[src/rtl/ctrl_pkg.sv]
// Shared control-register field types for the I2S transceiver.
package ctrl_pkg;
  typedef enum logic { f16bits = 1'b0, f32bits = 1'b1 } frame_size_t;
  typedef enum logic [1:0] { I2S = 2'd0, MSB = 2'd1, LSB = 2'd2 } standard_t;
  typedef enum logic { LEFT = 1'b0, RIGHT = 1'b1 } channel_t;
endpackage

[src/rtl/i2s_master_clk_seq.sv]
// Master-mode I2S timing sequencer: divides clk into sck, drives ws and
// issues single-cycle strobes for the Tx shifter, Rx sampler and Tx FIFO pop.
module i2s_master_clk_seq #(
  parameter int unsigned DIV_W = 8
) (
  input  logic                   clk,
  input  logic                   rst,
  input  logic                   en,
  input  logic                   stop,
  input  logic                   stereo,
  input  ctrl_pkg::frame_size_t  frame_size,
  input  ctrl_pkg::standard_t    standard,
  input  logic [DIV_W-1:0]       sck_div,
  output logic                   sck_o,
  output logic                   ws_o,
  output logic                   tx_shift,
  output logic                   rx_sample,
  output logic                   word_load,
  output ctrl_pkg::channel_t     load_ch,
  output logic [4:0]             bit_idx,
  output logic                   idle_o
);
  import ctrl_pkg::*;

  typedef enum logic [1:0] { IDLE, RUN, DRAIN } state_t;

  state_t           state, state_n;
  logic [DIV_W-1:0] div_cnt, div_n;
  channel_t         ch, ch_n, lch_n;
  logic             sck_n, ws_n, tx_n, rx_n, wl_n, idle_n;
  logic [4:0]       bit_n, last;

  frame_size_t      fs_s, fs_n;
  standard_t        std_s, std_n;
  logic             stereo_s, stereo_n;
  logic [DIV_W-1:0] div_s, divs_n;

  always_comb begin
    state_n  = state;
    div_n    = div_cnt;
    ch_n     = ch;
    lch_n    = load_ch;
    sck_n    = sck_o;
    ws_n     = ws_o;
    bit_n    = bit_idx;
    tx_n     = 1'b0;
    rx_n     = 1'b0;
    wl_n     = 1'b0;
    fs_n     = fs_s;
    std_n    = std_s;
    stereo_n = stereo_s;
    divs_n   = div_s;
    last     = (fs_s == f32bits) ? 5'd31 : 5'd15;

    if (state == IDLE) begin
      if (en && !stop) begin
        state_n  = RUN;
        fs_n     = frame_size;
        std_n    = standard;
        stereo_n = stereo;
        divs_n   = sck_div;
        sck_n    = 1'b0;
        div_n    = '0;
        bit_n    = '0;
        ch_n     = LEFT;
        ws_n     = 1'b0;
        tx_n     = 1'b1;
        wl_n     = 1'b1;
        lch_n    = LEFT;
      end
    end else if (!en) begin
      state_n = IDLE;
      sck_n   = 1'b0;
      div_n   = '0;
      bit_n   = '0;
      ch_n    = LEFT;
      ws_n    = 1'b0;
      lch_n   = LEFT;
    end else begin
      if (state == RUN && stop)
        state_n = DRAIN;
      if (div_cnt == div_s) begin
        div_n = '0;
        sck_n = ~sck_o;
        if (!sck_o) begin
          rx_n = 1'b1;
        end else begin
          tx_n = 1'b1;
          if (bit_idx == last) begin
            bit_n = '0;
            ch_n  = (ch == LEFT) ? RIGHT : LEFT;
            // A drain ends on the falling edge that would open the next LEFT slot.
            if (ch_n == LEFT && state == DRAIN) begin
              state_n = IDLE;
              sck_n   = 1'b0;
              ws_n    = 1'b0;
              tx_n    = 1'b0;
              lch_n   = LEFT;
            end else begin
              wl_n = stereo_s || (ch_n == LEFT);
              if (wl_n)
                lch_n = ch_n;
              if (std_s != I2S)
                ws_n = (ch_n == RIGHT);
            end
          end else begin
            bit_n = bit_idx + 5'd1;
            // I2S leads the slot change by one sck.
            if (std_s == I2S && bit_n == last)
              ws_n = (ch == LEFT);
          end
        end
      end else begin
        div_n = div_cnt + 1'b1;
      end
    end

    idle_n = (state_n == IDLE);
  end

  always_ff @(posedge clk) begin
    if (rst) begin
      state     <= IDLE;
      div_cnt   <= '0;
      ch        <= LEFT;
      sck_o     <= 1'b0;
      ws_o      <= 1'b0;
      tx_shift  <= 1'b0;
      rx_sample <= 1'b0;
      word_load <= 1'b0;
      load_ch   <= LEFT;
      bit_idx   <= '0;
      idle_o    <= 1'b1;
      fs_s      <= f16bits;
      std_s     <= I2S;
      stereo_s  <= 1'b0;
      div_s     <= '0;
    end else begin
      state     <= state_n;
      div_cnt   <= div_n;
      ch        <= ch_n;
      sck_o     <= sck_n;
      ws_o      <= ws_n;
      tx_shift  <= tx_n;
      rx_sample <= rx_n;
      word_load <= wl_n;
      load_ch   <= lch_n;
      bit_idx   <= bit_n;
      idle_o    <= idle_n;
      fs_s      <= fs_n;
      std_s     <= std_n;
      stereo_s  <= stereo_n;
      div_s     <= divs_n;
    end
  end

endmodule

[config.mk]
export PLATFORM = sky130hd
export DESIGN_NAME = i2s_master_clk_seq
export DESIGN_NICKNAME = d
export VERILOG_FILES = /design/src/rtl/ctrl_pkg.sv /design/src/rtl/i2s_master_clk_seq.sv
export SDC_FILE = /design/constraint.sdc
export NUM_CORES = 1
export LEC_CHECK = 0
export ABC_CLOCK_PERIOD_IN_PS = 2000
export CORE_MARGIN = 1.5
export CORE_UTILIZATION = 47
export DETAILED_ROUTE_END_ITERATION = 6
export PLACE_DENSITY_LB_ADDON = 0.2
export SYNTH_ARGS = -nofsm -noshare
export SYNTH_HDL_FRONTEND = slang
export SYNTH_SLANG_ARGS = --single-unit
[constraint.sdc]
create_clock -name clk -period 2 [get_ports clk]
set_input_delay 0.4 -clock clk [delete_from_list [all_inputs] [get_ports clk]]
set_output_delay 0.4 -clock clk [all_outputs]
set_load 0.05 [all_outputs]
==> results of run 1 <==
-- worst max-delay path: stages, from the launching register on --
cell	delay (ns)
dfxtp_1	0.34
xor2_1	0.19
nor4_4	0.40
nand3_2	0.22
a2111oi_4	0.36
mux2_1	0.35
-- cell families after synthesis --
family	after synthesis
and+or+nand+nor	80
AOI/OAI and AO/OA	45
DFF	35
xor gates and xnor gates	18
buffers and inverters	13
adders and majority gates	3
muxes	1
-- worst max path at each step --
stage / from / end / slack (ns) / cells after the start
6_report: div_s[7]$_SDFFE_PP0P_ / ws_o$_SDFFE_PP0P_ / 0.03 / 5
5_1_grt: div_s[7]$_SDFFE_PP0P_ / ws_o$_SDFFE_PP0P_ / -0.05 / 5
4_1_cts: bit_idx[3]$_SDFFE_PP0P_ / bit_idx[3] / 0.004 / 1
3_5_place_dp: en / ws_o$_SDFFE_PP0P_ / -0.12 / 7
3_3_place_gp: en / ws_o$_SDFFE_PP0P_ / -0.05 / 7
2_1_floorplan: bit_idx[3]$_SDFFE_PP0P_ / ws_o$_SDFFE_PP0P_ / 0.03 / 5
-- metrics by stage --
step | total power, W | utilization | hold slack, ns | std cells
global route | 0.00156 | 0.665 | 0.496 | 291
detailed placement | 0.000951 | 0.626 | 0.462 | 281
global placement | 0.000946 | 0.626 | 0.449 | 281
finish | 0.00149 | 0.665 | 0.478 | 291
CTS | 0.00149 | 0.652 | 0.477 | 289
floorplan | 0.000855 | - | 0.436 | 195
-- layout make-up --
class                      count  share of cell area
clock buffer                   6              0.0229
tap                           46              0.0257
inverter                       6              0.0101
multi-input combinational    147               0.412
clock inverter                 2              0.0157
sequential                    35               0.318
timing repair buffer          49               0.196
-- power groups by stage --
stage / sequential, W / clock (W) / combinational, W
global placement: 0.000743 / 0 / 0.000203
finish: 0.000728 / 0.000544 / 0.000215
floorplan: 0.000755 / 0 / 0.0000996
CTS: 0.000728 / 0.000550 / 0.000208
detailed placement: 0.000744 / 0 / 0.000207
global route: 0.000732 / 0.000593 / 0.000235
-- cells in the mapped netlist --
library cell  count  area, um^2
inv_1             6        22.5
a21oi_1          25         125
xnor2_1           2        17.5
and2_2            1        7.51
a2111oi_2         1        15.0
or3_1             3        18.8
o21ai_1           1        5.00
or4b_1            1        10.0
a2bb2oi_1         1        8.76
and3_1            1        6.26
a21o_2            1        8.76
dfxtp_1          35         701
nand3_2           1        10.0
ha_1              3        37.5
or4_1             2        15.0
o21a_1            3        22.5
nor4_1            2        12.5
nand3b_1          2        15.0
nand4_1           3        18.8
nor2b_1           2        12.5
o211a_1           1        10.0
nor3_1            5        25.0
mux2_1            1        11.3
nand2_1          32         120
o31a_1            1        8.76
xor2_1           16         140
a41oi_1           2        17.5
o21ai_0           7        35.0
nor2_1           12        45.0
nor4b_1           1        8.76
and2_1            1        6.26
nand3_1           9        45.0
nor4_4            2        42.5
a311oi_1          1        8.76
clkbuf_1          7        26.3
a2111oi_0         1        8.76
-- timing repair --
| action | in CTS | in global routing |
|---|---|---|
| buffers inserted | 0 | 2 |
| gates resized for setup | 1 | 8 |
| pin swaps | 0 | 1 |
| setup endpoints to repair | 1 | 5 |
| gates cloned | 0 | 0 |
-- routing by layer --
metal  track usage  up-vias  wire length [um]
met5             0        -                 0
met3        0.0652        8               189
met1         0.283      748              1820
li1              -      783                 -
met2         0.353       42              1900
met4        0.0944        0                68
-- flip-flops by register name (all words and copies together), names as in the netlist --
register	flops
load_ch	1
idle_o	1
state	2
rx_sample	1
sck_o	1
bit_idx	5
ch	1
ws_o	1
div_cnt	8
stereo_s	1
tx_shift	1
std_s	2
fs_s	1
div_s	8
word_load	1
==> flow_summary.yaml, run 1 <==
outcome:
  outcome: "finished clean"
layout:
  antennaDiodeCount: 0
  register_area_um2: 711
  fillerInstances: 299
  multi_input_comb_area_um2: 921
  drive_gt1_frac: 0.176
  final_common_cell: "nand2_1"
  final_cell_mix: "nand2_1, dfxtp_1, a21oi_1, clkdlybuf4s50_1, buf_4"
  area_growth_pct: 35.6
  nets: 263
  final_area_um2: 2240
placed_design:
  portBuffers: 27
  gp_congestion: 0.875
  pre_cts_ws_ns: -0.124
  place_hpwl_um: 2880
  dpl-instance-area_um2: 2110
clock_network:
  cts_hold_buf: 0
  worstSkewPairLatency_ns: 0.35
  path_clk_slew_ns: 0.11
  numCtsBuffers: 5
  cts_sinks: 35
  cts_tree: "built"
  clockBufferDepth: 2
  clock-root-buffer: "clkbuf_4"
  h-tree-depth: 2
pwr:
  p_leak_nw: 0.906
  switching_power_w: 0.000374
  power_density_nw_per_um2: 665
  ir_worst_vdd_v: 0.000568
  p_int_w: 0.00111
  seqPwrFrac: 0.490
  p_sw_frac: 0.252
  combPwrFrac: 0.145
  power_frac_clock: 0.366
grt:
  antenna_found_initial: 0
  first_global_vias: 1524
  grt_start_max_net_pins: 15
  grt_overflow: 0
  grt_pass1_wl_um: 6840
  track_usage: 0.223
synthesis:
  yosys.area_share.simple: 0.254
  synth_top_family_by_area: "simple AND/OR/NAND/NOR gates"
  synth_xor_area_frac: 0.0956
  syn_nets: 214
  synth-compound-area-share: 0.166
  yosys-mux-area-fraction: 0.00683
  syn_area_um2: 1650
  ys_types: 36
  synth_seq_area_share: 0.425
  synth-seq-cells: 35
  synthAdderAreaFrac: 0.0228
  synth_warnings: 0
  synth.avg_cell_area_um2: 8.46
  synthesis.instances: 195
timing:
  drv_slew: 0
  fin_crit_ns: 1.97
  min_period_over_period: 0.984
  fin_skew_ns: 0.00474
  tightest_slew_ns: 0.607
  relSlewSlack: 0.589
  final-setup-viol-count: 0
  rsz0062_at_grt: "true"
  fin_ws_ns: 0.0315
  max_freq_ghz: 0.508
  hold_viol: 0
  fin_setup_tns_ns: 0
flow_run:
  cap_violations: 0
floorplan:
  core_area_um2: 3360
  pin_count: 28
  die_y_um: 62.2
  row_count: 21
  fp.dieW_um: 62.2
  start_util: 0.490
  die_area_um2: 3870
routing:
  wirelength_um: 3980
  vias: 1581
  drc: 0
  drt_iter0_drc: 67
  wire_per_inst_um: 13.7
  viasPerCell: 5.43
  drt_first_pass_iters: 4
  ant_nets: 0
critical_path:
  path_max_fanout: 5
  start_kind: "flip-flop"
  r2r_cells: 5
  crit_path_end_kind: "flip-flop"
  path_class: "reg2reg"
  crit_required_ns: 2.25
  worstReg2RegEnd: "ws_o$_SDFFE_PP0P_"
  worstPathArrival_ns: 2.21
  ff2ff_setup_slack_ns: 0.03
  r2r_start: "div_s[7]$_SDFFE_PP0P_"
hold_path:
  min_path_type: "reg2reg"
  hold_path_end: "div_s[1]$_SDFFE_PP0P_"
  worstHoldStart: "div_s[1]$_SDFFE_PP0P_"
  holdPathStages: 2
Power figures use the tool's default switching activity.
==> run 2, diff against run 1 <==
--- a/config.mk
+++ b/config.mk
@@ -8,8 +8,10 @@
 export ABC_CLOCK_PERIOD_IN_PS = 2000
 export CORE_MARGIN = 1.5
 export CORE_UTILIZATION = 47
+export CTS_CLUSTER_DIAMETER = 120
 export DETAILED_ROUTE_END_ITERATION = 6
 export PLACE_DENSITY_LB_ADDON = 0.2
+export RECOVER_POWER = 50
 export SYNTH_ARGS = -nofsm -noshare
 export SYNTH_HDL_FRONTEND = slang
 export SYNTH_SLANG_ARGS = --single-unit
==> flow_summary.yaml, run 2 (same netlist as run 1, synthesis figures left out) <==
layout:
  register_area_um2: 711
  nets: 263
  final_cell_mix: "nand2_1, dfxtp_1, a21oi_1"
  fillerInstances: 301
  final_area_um2: 2230
  area_growth_pct: 35.4
  antennaDiodeCount: 0
  multi_input_comb_area_um2: 921
  final_cell_count_no_fill: 291
  final_common_cell: "nand2_1"
  reg.largest.list: "div_cnt x8, div_s x8, bit_idx x5"
  drive_gt1_frac: 0.171
grt:
  track_usage: 0.223
  grt_start_max_net_pins: 15
  first_global_vias: 1524
  antenna_found_initial: 0
  grt_overflow: 0
  grt_pass1_wl_um: 6840
routing:
  wire_per_inst_um: 13.8
  drt_iter0_drc: 66
  vias: 1601
  ant_nets: 0
  drt_first_pass_iters: 4
  drc: 0
  wirelength_um: 4010
  viasPerCell: 5.50
pwr:
  power_density_nw_per_um2: 666
  p_leak_nw: 0.902
  ir_worst_vdd_v: 0.000566
timing:
  relSlewSlack: 0.596
  rsz0062_at_grt: "true"
  hold_ws_ns: 0.477
  final-setup-viol-count: 0
  fin_crit_ns: 1.97
  tightest_slew_ns: 0.597
  min_period_over_period: 0.987
  hold_viol: 0
  fin_skew_ns: 0.00415
  max_freq_ghz: 0.507
  drv_slew: 0
critical_path:
  crit_required_ns: 2.25
  worstReg2RegEnd: "ws_o$_SDFFE_PP0P_"
  path_max_fanout: 5
  crit_path_end: "ws_o$_SDFFE_PP0P_"
  ff2ff_setup_slack_ns: 0.03
  start_kind: "flip-flop"
  crit_cells: 5
  crit_path_start: "div_s[7]$_SDFFE_PP0P_"
  worstPathArrival_ns: 2.22
  crit_path_end_kind: "flip-flop"
  cp_top_family: "simple AND/OR/NAND/NOR gates"
  cp_num_buf_inv: 0
  crit_chain: "xor2_1 > nor4_4 > nand3_2 > a2111oi_4 > mux2_1"
  r2r_start: "div_s[7]$_SDFFE_PP0P_"
  max_stage_delay_ns: 0.40
  path_class: "reg2reg"
  r2r_cells: 5
  cp_slowest_cell: "nor4_4"
placed_design:
  dpl-instance-area_um2: 2110
  placed_cells: 281
  portBuffers: 27
  place_hpwl_um: 2880
  gp_congestion: 0.875
clock_network:
  h-tree-depth: 2
  cts_sinks: 35
  path_clk_slew_ns: 0.11
  cts_tree: "built"
  clockBufferDepth: 2
  worstSkewPairLatency_ns: 0.35
  clock-root-buffer: "clkbuf_4"
  numCtsBuffers: 5
floorplan:
  die_y_um: 62.2
  pin_count: 28
  core_area_um2: 3360
  die_area_um2: 3870
  start_util: 0.490
  row_count: 21
  fp.dieW_um: 62.2
outcome:
  outcome: "finished clean"
hold_path:
  min_path_type: "reg2reg"
flow_run:
  cap_violations: 0
run 2: metrics by stage:
step	setup WS, ns	total power [W]	utilization	setup TNS, ns
after floorplan	0.0346	0.000855	-	0
after global routing	-0.0534	0.00156	0.664	-0.118
after detailed placement	-0.124	0.000951	0.626	-0.287
after global placement	-0.0504	0.000946	0.626	-0.0798
final	0.0264	0.00149	0.664	0
after CTS	0.00400	0.00149	0.652	0
run 2: final cells by class:
class,count,area share
clock buffers,6,0.0230
clock inverters,2,0.0157
inverters,6,0.0101
multi-input cells,147,0.413
flip-flops and latches,35,0.318
well taps,46,0.0258
repair buffers,49,0.195
run 2: worst min path at each step:
stage                            end  cells past startpoint  slack, ns                  start
5_1_grt        div_s[5]$_SDFFE_PP0P_                      2       0.50  div_s[5]$_SDFFE_PP0P_
2_1_floorplan  std_s[1]$_SDFFE_PP0P_                      2       0.44  std_s[1]$_SDFFE_PP0P_
6_report       std_s[1]$_SDFFE_PP0P_                      2       0.48  std_s[1]$_SDFFE_PP0P_
4_1_cts        div_s[1]$_SDFFE_PP0P_                      2       0.48  div_s[1]$_SDFFE_PP0P_
3_3_place_gp   std_s[1]$_SDFFE_PP0P_                      2       0.45  std_s[1]$_SDFFE_PP0P_
3_5_place_dp   div_s[1]$_SDFFE_PP0P_                      2       0.46  div_s[1]$_SDFFE_PP0P_
run 2: repair_timing:
action,4_1_cts,5_1_grt
hold buffers,0,0
resized for setup,1,8
setup buffers,0,2
pin swaps,0,1
setup endpoints to repair,1,5
run 2: where the power goes:
| part | leakage [nW] | internal [W] | switching, W |
|---|---|---|---|
| combinational | 0.567 | 0.000103 | 0.000111 |
| sequential | 0.287 | 0.000713 | 0.0000154 |
| clock | 0.0482 | 0.000295 | 0.000250 |
run 2: worst register-to-register path, cell delays in order (launching register included):
cell	delay (ns)
dfxtp_1	0.34
xor2_1	0.19
nor4_4	0.40
nand3_2	0.22
a2111oi_4	0.37
mux2_1	0.35
run 2: metal layers:
| metal | GRT usage | share of wire | vias to the layer above |
|---|---|---|---|
| li1 | - | - | 786 |
| met1 | 0.283 | 0.46 | 761 |
| met2 | 0.353 | 0.47 | 46 |
| met3 | 0.0652 | 0.050 | 8 |
| met4 | 0.0944 | 0.017 | 0 |
| met5 | 0 | 0 | - |
